[src/rtl/mdu_sequencer.sv]
// mdu_sequencer: multi-cycle MULT/DIV controller with divide-by-zero check and completion watchdog
//   clk, reset                    : clock, synchronous active-high reset
//   start, op_div, rt             : one-cycle request, op select (1=DIV), divisor checked at start
//   fimDoMult, fimDoDiv           : unit completion flags
//   controleMult, DIV             : unit enables held during RUN
//   MULT, HiWrite, LoWrite        : Hi/Lo write path control
//   busy, done, div_zero_exc, timeout_exc : status and one-cycle result pulses
module mdu_sequencer #(
  parameter int MAX_CYCLES = 40,
  parameter int CNT_W = 8
) (
  input  logic        clk,
  input  logic        reset,
  input  logic        start,
  input  logic        op_div,
  input  logic [31:0] rt,
  input  logic        fimDoMult,
  input  logic        fimDoDiv,
  output logic        controleMult,
  output logic        DIV,
  output logic        MULT,
  output logic        HiWrite,
  output logic        LoWrite,
  output logic        busy,
  output logic        done,
  output logic        div_zero_exc,
  output logic        timeout_exc
);
  typedef enum logic [2:0] {IDLE, RUN, WRITE, DONE, ERR} state_t;
  state_t state_q, state_d;
  logic op_q, op_d;
  logic tmo_q, tmo_d;
  logic [CNT_W-1:0] cnt_q, cnt_d;
  logic fim;
  assign fim = op_q ? fimDoDiv : fimDoMult;
  always_ff @(posedge clk) begin
    if (reset) begin
      state_q <= IDLE;
      op_q <= 1'b0;
      tmo_q <= 1'b0;
      cnt_q <= '0;
    end else begin
      state_q <= state_d;
      op_q <= op_d;
      tmo_q <= tmo_d;
      cnt_q <= cnt_d;
    end
  end
  always_comb begin
    state_d = state_q;
    op_d = op_q;
    tmo_d = tmo_q;
    cnt_d = cnt_q;
    case (state_q)
      IDLE: if (start) begin
        op_d = op_div;
        tmo_d = 1'b0;
        cnt_d = '0;
        state_d = (op_div && rt == 32'd0) ? ERR : RUN;
      end
      RUN: begin
        cnt_d = (cnt_q == '1) ? cnt_q : cnt_q + CNT_W'(1);
        // completion wins over a timeout in the same cycle
        if (fim) state_d = WRITE;
        else if (cnt_q == CNT_W'(MAX_CYCLES - 1)) begin
          state_d = ERR;
          tmo_d = 1'b1;
        end
      end
      WRITE: state_d = DONE;
      default: state_d = IDLE;
    endcase
  end
  assign controleMult = (state_q == RUN) && !op_q;
  assign DIV = (state_q == RUN) && op_q;
  // mux select held stable from RUN through DONE around the Hi/Lo write
  assign MULT = (state_q == RUN || state_q == WRITE || state_q == DONE) && !op_q;
  assign HiWrite = state_q == WRITE;
  assign LoWrite = state_q == WRITE;
  assign busy = state_q != IDLE;
  assign done = state_q == DONE;
  assign div_zero_exc = (state_q == ERR) && !tmo_q;
  assign timeout_exc = (state_q == ERR) && tmo_q;
endmodule

[config.mk]
export PLATFORM = sky130hd
export DESIGN_NAME = mdu_sequencer
export DESIGN_NICKNAME = d
export VERILOG_FILES = /design/src/rtl/mdu_sequencer.sv
export SDC_FILE = /design/constraint.sdc
export NUM_CORES = 1
export LEC_CHECK = 0
export ABC_AREA = 1
export BUFFER_PORTS_ARGS = -buffer_cell sky130_fd_sc_hd__buf_2
export CAP_MARGIN = 10
export CORE_ASPECT_RATIO = 0.9
export CORE_MARGIN = 1.5
export CORE_UTILIZATION = 47
export CTS_CLUSTER_DIAMETER = 150
export DETAILED_ROUTE_END_ITERATION = 8
export PLACE_DENSITY = 0.83
export SYNTH_ARGS = -nofsm -noshare
export SYNTH_HDL_FRONTEND = slang
export SYNTH_SLANG_ARGS = --single-unit
[constraint.sdc]
create_clock -name clk -period 3.72 [get_ports clk]
set_input_delay 0.558 -clock clk [delete_from_list [all_inputs] [get_ports clk]]
set_output_delay 0.558 -clock clk [all_outputs]
set_load 0.005 [all_outputs]
* Yosys cells after proc, flatten, opt, wreduce, memory -nomap -nowiden
Index checks and enable logic that the tools add are counted.
Storage, ports and cells: register bits after elaboration 13
Cells by class: add/sub/neg operators 1, eq/ne operators 11, multiplexer cells 13, reduce and logical (&&, ||, !) cells 18
Operators by type and width (count):
- $logic_not 32->1 | 1
- $mux 8 | 2
- $pmux 8 s2 | 1
- $mux 3 | 4
- $pmux 3 s3 | 1
- $add 8x1->8 const B | 1
- $eq 8x6->1 const B | 1
- $eq 8x8->1 const B | 1
- $ne 2x2->1 const B | 4
- $eq 3x2->1 const B | 2
- $logic_and 1x1->1 | 6
- $mux 1 | 4
- $reduce_and 2->1 | 2
- $reduce_and 4->1 | 1
- $eq 3x1->1 const B | 1
- $eq 3x3->1 const B | 1
- $logic_not 3->1 | 1
- $ne 3x3->1 const B | 1
- $reduce_and 3->1 | 1
- $reduce_bool 3->1 | 1
- $logic_not 1->1 | 2
- $logic_or 1x1->1 | 2
- $pmux 1 s2 | 1
- $reduce_bool 2->1 | 1

* Longest topological paths before layout
Gate-level depths: netlist (run 1).
depth after elaboration 5, gate-level depth with buffers 11, gate-level depth less buffers 11

* Least setup slack after synthesis (run 1)
Ideal clock, no wire load.
path kind flip-flop to output port, start point register state_q[1], end point output port LoWrite, arrival 0.912 ns, data required time 3.162 ns, slack 2.250 ns, cell stages (with the launch flop) 4, path buffers 1, path through dfxtp_1 > inv_1 > nor3_1 > buf_4
On the way: cells in the longest elaborated chain, start to end 1
RTL lines:
- from (decl) | line 30 | state_t state_q, state_d;
- from (signal assigned) | line 43 | state_q <= state_d;
- $eq 3x2->1
- to (decl) | line 23 | output logic LoWrite,
Every way passes these cells.

* Worst setup path after layout (run 1)
start point register state_q[0], end point output port busy
On the way: cells in the longest elaborated chain, start to end 1
RTL lines:
- $reduce_bool 3->1 | line 80 | assign busy = state_q != IDLE;
- to (decl) | line 24 | output logic busy,
Every way passes these cells.

==> results.md, run 1 <==
Outcome:
- The run finished with clean final reports.

Clock tree:
- The sink count of the clock tree is 13.
- The cell chosen for the clock root is sky130_fd_sc_hd__clkbuf_4.
- In this run, CTS created clock tree buffers numbering 3.
- The clock passes through at most 2 buffers.
- For this design, the CTS-stage hold fixing added 0 buffers.
- In this run the number of H-tree levels came out at 1.
- The post-cts gate resize count is 0.
- The latest clock arrival within the worst-skew pair is 0.28 ns.
- Clock-pin slew was measured on the worst setup and hold paths at 0.08 ns.
- TritonCTS built the clock tree.
- The setup fix buffers added after clock tree synthesis is 0.

STA:
- On the final layout, the worst hold slack is ~0.48 ns.
- After layout, the worst path uses 49.1% of the clock period.
- The transition time at the pin with the least slew margin is approximately 0.39 ns.
- The worst path in the final design needs a cycle of 1.83 ns, including I/O delays and setup.
- Setup slack closes at approximately 1.9 ns.
- After routing, the total negative slack on setup checks comes to 0 ns.
- The worst max-slew margin expressed relative to the limit is 73.7%.
- Setup violations remaining at the end of the flow were counted as 0.
- The final setup skew is 0.00650 ns.
- Setup repair after global routing left no endpoint under its margin.
- The number of hold-slack violations in the final timing report is 0.
- The final max-slew violation count is 0.
- The maximum clock frequency is 547 MHz.

Floorplan:
- 47 I/O pins were placed.
- The area enclosed by the die boundary is approximately 0.0022 mm2.
- The x dimension of the die is 49.1 um.
- The cell row count is 14.
- The starting density of the core is 51.9%.
- The core region is 0.00173 mm2.
- The die is ~45 um tall.

Hold path:
- The worst hold path terminates at tmo_q.
- The startpoint identified for the worst hold timing path is tmo_q.
- The class of the worst hold path is reg2reg.
- The cell depth of the worst min-delay path is 2.

Worst setup path:
- The setup check on the worst reg-to-reg path leaves a slack of 2.17 ns.
- The kind of start point of the critical path is a flip-flop.
- Of all nets on the critical path, the largest fanout is 6.
- The worst reg-to-reg path cell count is 10.
- The source of the critical timing path is state_q[0].
- The endpoint identified for the worst register-to-register timing path is cnt_q[1].
- The critical path is of the reg2out type.
- The type of destination of the critical path is a primary output.
- The data required time at the worst endpoint is 3.16 ns.
- The arrival time of the worst setup path is 1.27 ns.
- The startpoint identified for the worst register-to-register timing path is cnt_q[0].

Place:
- Port buffering added 46 buffers.
- The worst slack after detailed placement is around 2.2 ns.
- The final weighted congestion in routability-driven placement is between 0.8 and 0.9.
- The HPWL after detailed placement is about 2 mm.
- The placed instances occupy a cell area of 0.00115 mm2.

Cells and area:
- The fraction of the core area covered by cells at the end of the flow is 67.7%.
- The area growth from synthesis to layout is 30.5%.
- Leaving out fill and tap cells, the most frequent cell in the layout is sky130_fd_sc_hd__buf_2.
- The total inserted antenna cells is 0.
- After the last flow step, the layout net total stands at 240.
- In the layout the commonest cells are 46 x sky130_fd_sc_hd__buf_2, 39 x sky130_fd_sc_hd__nand2_1, 36 x sky130_fd_sc_hd__nor2_1.
- After filler insertion, the fill cell instance count of the layout stands at about 160.
- The final design area excluding fillers is 0.00117 mm2.
- Of the cells placed in the final design, the portion with a size suffix greater than 1 is 31.5%.

Yosys:
- The per-instance average area after synthesis is 5.92 um2.
- In this run, synthesis produced a sequential element count of 13.
- Synthesis produced 152 cells.
- The number of nets handed over by synthesis was 191.
- After synthesis, flip-flops and latches occupy 28.9% of the total area.
- The count of yosys warnings during synthesis is 0.
- The netlist uses 25 different library cells.
- The cell area after technology mapping is 900 um2.

Routing:
- Before antenna repair, the detailed router went through 4 iterations.
- The via count is 1066.
- The detail route stage leaves a number of antenna-violating nets equal to 0.
- The routed wirelength normalized by instance count is 10.7 um.
- The number of design rule violations left after detail routing is 0.
- The detailed router finished its first iteration with 25 violations.
- The total detailed-routing wirelength is 2.40 mm.
- The via density per instance is 4.76.

Power and ir drop:
- The leakage power figure is a little under 0.6 nW.
- Power spread over the standard cell area amounts to 479 mW/mm2.
- The largest voltage drop on the vdd net is 0.000294 V.

Job:
- The count of maximum capacitance violations is 0.

Global routing:
- The number of global-route vias before repair came to around 1100.
- The number of antenna violations at the first check in global routing was 0.
- The overall global routing resource usage is a little over a quarter.
- Entering global routing, the biggest net connects 10 pins.
- The total congestion overflow after global routing is 0.
- The wire length of the first global-routing pass is 4.48 mm.
[final cells by class]
type	instances	area, um2	area share (%)
Clock buffer	4	26.3	2.24
Inverter	20	77.6	6.61
Multi-Input combinational cell	117	549	46.8
Sequential cell	13	260	22.2
Tap cell	24	30.0	2.56
Timing Repair Buffer	46	230	19.6
[cells in the mapped netlist]
master / n / area [um2]
sky130_fd_sc_hd__o21ai_2: 1 / 8.76
sky130_fd_sc_hd__nor2_1: 36 / 135
sky130_fd_sc_hd__nand3b_1: 2 / 15.0
sky130_fd_sc_hd__nor3_1: 7 / 35.0
sky130_fd_sc_hd__nor2_4: 1 / 11.3
sky130_fd_sc_hd__nand2_1: 39 / 146
sky130_fd_sc_hd__nand3_2: 2 / 20.0
sky130_fd_sc_hd__buf_4: 1 / 7.51
sky130_fd_sc_hd__clkbuf_2: 1 / 5.00
sky130_fd_sc_hd__inv_2: 2 / 7.51
sky130_fd_sc_hd__o21ai_0: 5 / 25.0
sky130_fd_sc_hd__dfxtp_1: 13 / 260
sky130_fd_sc_hd__nor3_2: 1 / 10.0
sky130_fd_sc_hd__inv_1: 17 / 63.8
sky130_fd_sc_hd__ha_1: 1 / 12.5
sky130_fd_sc_hd__or2_2: 1 / 6.26
sky130_fd_sc_hd__inv_4: 1 / 6.26
sky130_fd_sc_hd__o21ai_1: 1 / 5.00
sky130_fd_sc_hd__o21bai_1: 2 / 15.0
sky130_fd_sc_hd__nand2_2: 2 / 12.5
sky130_fd_sc_hd__nand3_1: 5 / 25.0
sky130_fd_sc_hd__a21oi_1: 7 / 35.0
sky130_fd_sc_hd__nand2_4: 1 / 11.3
sky130_fd_sc_hd__nor2_2: 2 / 12.5
sky130_fd_sc_hd__o21a_1: 1 / 7.51
[registers in the layout, summed over array words and instances, names as in the netlist]
register / cells
op_q: 1
tmo_q: 1
state_q: 3
cnt_q: 8
[how the worst max path moves through the flow]
stage,end,depth (start not counted)
after floorplan,LoWrite,3
after global placement,state_q[0],9
after detailed placement,cnt_q[1],10
after CTS,busy,3
after global routing,HiWrite,3
final,busy,3
[kinds of logic (layout without fill, tap and decap cells)]
| family | count (synthesis) | in the layout | synth area share (%) |
|---|---|---|---|
| fa+ha+maj | 1 | 1 | 1.39 |
| compound gates | 17 | 17 | 10.7 |
| buf+inv | 22 | 70 | 10.0 |
| simple gates | 99 | 99 | 49.0 |
| flops | 13 | 13 | 28.9 |
[critical path, cell delays in order, from the launching register on]
cell and delay [ns]:
sky130_fd_sc_hd__dfxtp_1 0.38, sky130_fd_sc_hd__nor3_2 0.32, sky130_fd_sc_hd__inv_1 0.14, sky130_fd_sc_hd__buf_2 0.15
[power by group]
part	switching [mW]	total (mW)	leakage (nW)	internal, mW
sequential	0.0289	0.192	0.106	0.163
clock	0.0471	0.0888	0.0150	0.0417
combinational	0.172	0.282	0.460	0.110
[per-stage QoR]
step	instances	total power, mW
after detailed placement	220	0.475
after global placement	220	0.463
after CTS	224	0.567
after global routing	224	0.622
after floorplan	152	0.387
final	224	0.562
[layer usage]
metal	GRT usage (%)	vias to the layer above	wire [um]
li1	-	570	-
met1	29.8	467	1030
met2	48.1	25	1230
met3	7.09	4	95
met4	16.0	0	44
met5	0	-	0
(Power assumes the default switching activity.)
==> run 2, diff against run 1 <==
Settings changed: CORE_UTILIZATION 47 to 44, PLACE_DENSITY 0.83 to 0.78.
Clock period 3.72 ns to 1.8 ns, I/O delays scaled along.
==> run 2 against run 1 <==
Compared with the run above: combinational power grew 100%; via count grew 0.19%; cell area grew 0.11%; flip-flop and latch count is the same; clock skew shrank 0.0052 ns; die area grew 6.4%; register-to-register slack lost 1.9 ns; core utilization shrank 6.3 points; critical endpoint is now HiWrite.
==> results.md, run 2 (synthesized netlist as in run 1, its figures left out) <==
Outcome:
- The flow ran to the end, and the final reports show no timing, DRC or antenna violations.

Worst setup path:
- The data required time at the worst endpoint is 1.53 ns (-1.63 ns).
- The delay contributed by the slowest stage of the critical path is 0.40 ns (+0.02 ns).
- The worst setup path is launched from a flip-flop.
- In this design, the largest share of critical-path delay is due to flip-flops.
- The peak fanout along the critical path came to 5 (-1).
- The worst setup path is captured at a primary output.
- The number of buffers and inverters on the critical path came to 2 (unchanged).
- The arrival time of the worst setup path is 1.31 ns (+0.04 ns).
- The critical path is of the reg2out type.
- The cell with the largest stage delay on the worst path is sky130_fd_sc_hd__dfxtp_1.
- Walking the worst path, the cells encountered are inv_1, nor3_1, buf_2.

Power and ir drop:
- The largest voltage drop on the vdd net is 0.000554 V (+89%).
- The power density normalized to cell area is 980 mW/mm2 (+100%).
- The leakage power figure is 0.581 nW (unchanged).

Clock tree:
- The latest clock arrival within the worst-skew pair was 0.27 ns (about the same).
- The largest buffer count on any clock path is 2 (unchanged).
- The number of CTS-inserted buffers is 3 (unchanged).
- The setup fix buffers added after clock tree synthesis is 0 (unchanged).
- The clock transition at the register clock pins on the worst setup and hold paths after CTS is 0.07 ns (about the same).
- The clock tree from TritonCTS is built.
- The depth of the CTS H-tree is 1 (unchanged).
- The sink count of the clock tree is 13 (unchanged).
- The total of hold buffers inserted after clock tree synthesis is 0 (unchanged).
- The post-cts gate resize count is 0 (unchanged).
- The cell chosen for the clock root is sky130_fd_sc_hd__clkbuf_4.

STA:
- In the finished design, the share of the clock period the worst path needs comes to 87.7%.
- The worst path in the final design needs a cycle of between 1.5 and 2 ns, including I/O delays and setup.
- The final setup violation count was 0 (unchanged).
- The final setup skew came to 0.00128 ns (-0.00522 ns).
- The final total negative setup slack is 0 ns (unchanged).
- The maximum clock frequency is 633 MHz.
- Setup repair after global routing left no endpoint under its margin.
- The transition time at the pin with the least slew margin was 0.456 ns (+0.0642 ns).
- The final max-slew violation count is 0 (unchanged).
- The number of hold-slack violations in the final timing report is 0 (unchanged).
- The worst max-slew margin expressed relative to the limit was 69.4% (-4.3 points).

Routing:
- The routed wirelength normalized by instance count is 10.1 um (-5.6%).
- The number of optimization iterations in the first detailed-route pass came to 4 (unchanged).
- The number of design rule violations left after detail routing came to 0 (unchanged).
- The via count is 1068 (+0.19%).
- The via density per instance is 4.75 (-0.26%).
- The count of nets left with antenna violations after detail routing is 0 (unchanged).
- The total detailed-routing wirelength is 2.28 mm (-5.2%).
- The number of DRC markers after the initial detailed-route iteration is 16 (-36%).

Place:
- The final weighted congestion in routability-driven placement was 0.887 (+0.32%).
- The HPWL after detailed placement was 1.89 mm (-4.1%).
- The number of buffers added on ports is 46 (unchanged).
- The instance count after placement with tap cells included is 221 (+0.45%).

Cells and area:
- In the final layout, the registers with the most flip-flops are cnt_q x8, state_q x3.
- The filler cell count is 211 (+30%).
- In the layout the commonest cells are 46 x sky130_fd_sc_hd__buf_2, 39 x sky130_fd_sc_hd__nand2_1, 36 x sky130_fd_sc_hd__nor2_1.
- Leaving out fill and tap cells, the most frequent cell in the layout is sky130_fd_sc_hd__buf_2.
- The largest register by flop count is cnt_q.
- The fraction of the core area covered by cells at the end of the flow is 61.4% (-6.3 points).
- The flip-flop count of the largest register, all copies and words added is 8 (unchanged).
- The share of post-route cells with drive strength above 1 is 31.5% (unchanged).
- Relative to the synthesized area, the layout overhead comes to 30.6%.
- The filler-free cell count of the finished design is 225 (+0.45%).
- The total inserted antenna cells came to 0 (unchanged).
- The number of nets in the final layout came to 240 (unchanged).

Global routing:
- The number of global-route vias before repair is 1033 (-7.1%).
- The number of antenna violations at the first check in global routing is 0 (unchanged).
- The overall global routing resource usage is 23.3% (-3.9 points).
- The wire length of the first global-routing pass is 4.10 mm (-8.5%).
- The largest net degree at the start of global routing was 10 (unchanged).
- The total congestion overflow after global routing is 0 (unchanged).

Hold path:
- In this run the worst hold path is classified as in2reg.

Floorplan:
- The starting density of the core is 47.0% (-4.9 points).
- The cell row count was 15 (+1).
- The number of primary I/O pins came to 47 (unchanged).
- The standard cell core area is 0.00191 mm2 (+10%).
- The vertical extent of the die is 45.9 um (+3.1%).
- The area enclosed by the die boundary is 0.00233 mm2 (+6.4%).
- The x dimension of the die is 50.7 um (+3.1%).

Job:
- The count of maximum capacitance violations is 0 (unchanged).
run 2: cell counts in the layout (fill, tap and decap cells not counted):
Identical to the previous run, type by type.
run 2: final cells by class:
cell class	instances	area, um2	share of cell area [%]
Multi-Input combinational cell	117	549	46.8
Sequential cell	13	260	22.2
Timing Repair Buffer	46	230	19.6
Inverter	20	77.6	6.60
Tap cell	25	31.3	2.66
Clock buffer	4	26.3	2.24
run 2: power breakdown:
group	leakage, nW	internal [mW]	switching, mW	total (mW)
clock	0.0150	0.0860	0.0928	0.179
combinational	0.460	0.226	0.350	0.576
sequential	0.106	0.337	0.0598	0.396
run 2: routing by layer:
layer | up-vias | track usage [%] | routed length (um)
met5 | - | 0 | 0
met4 | 0 | 4.86 | 4
met1 | 473 | 27.5 | 1040
met2 | 21 | 42.4 | 1120
li1 | 572 | - | -
met3 | 2 | 6.91 | 110
run 2: stage by stage:
stage	area [um2]	setup WS [ns]	power [mW]	hold slack (ns)
floorplan	900	0.426	0.799	0.446
global placement	1150	0.341	0.958	0.458
detailed placement	1150	0.300	0.977	0.462
CTS	1170	0.260	1.16	0.270
global route	1170	0.148	1.26	0.272
finish	1170	0.221	1.15	0.280
run 2: worst paths after layout:
check / end / startpoint / depth (start not counted) / slack, ns
setup / recovery: HiWrite / state_q[1] / 3 / 0.22
setup reg to reg: cnt_q[1] / cnt_q[0] / 10 / 0.29
hold reg to reg: tmo_q / tmo_q / 2 / 0.48
hold / removal: cnt_q[6] / reset / 2 / 0.28
run 2: worst reg2reg max path, cell delays in order, from the launching register on:
cell and delay (ns):
sky130_fd_sc_hd__dfxtp_1 0.37, sky130_fd_sc_hd__ha_1 0.22, sky130_fd_sc_hd__nand3_2 0.10, sky130_fd_sc_hd__nor2_2 0.11, sky130_fd_sc_hd__nand2_2 0.08, sky130_fd_sc_hd__nor2_4 0.09, sky130_fd_sc_hd__nand3_2 0.09, sky130_fd_sc_hd__nand2_4 0.13
sky130_fd_sc_hd__inv_4 0.06, sky130_fd_sc_hd__o21ai_1 0.11, sky130_fd_sc_hd__nor2_1 0.05
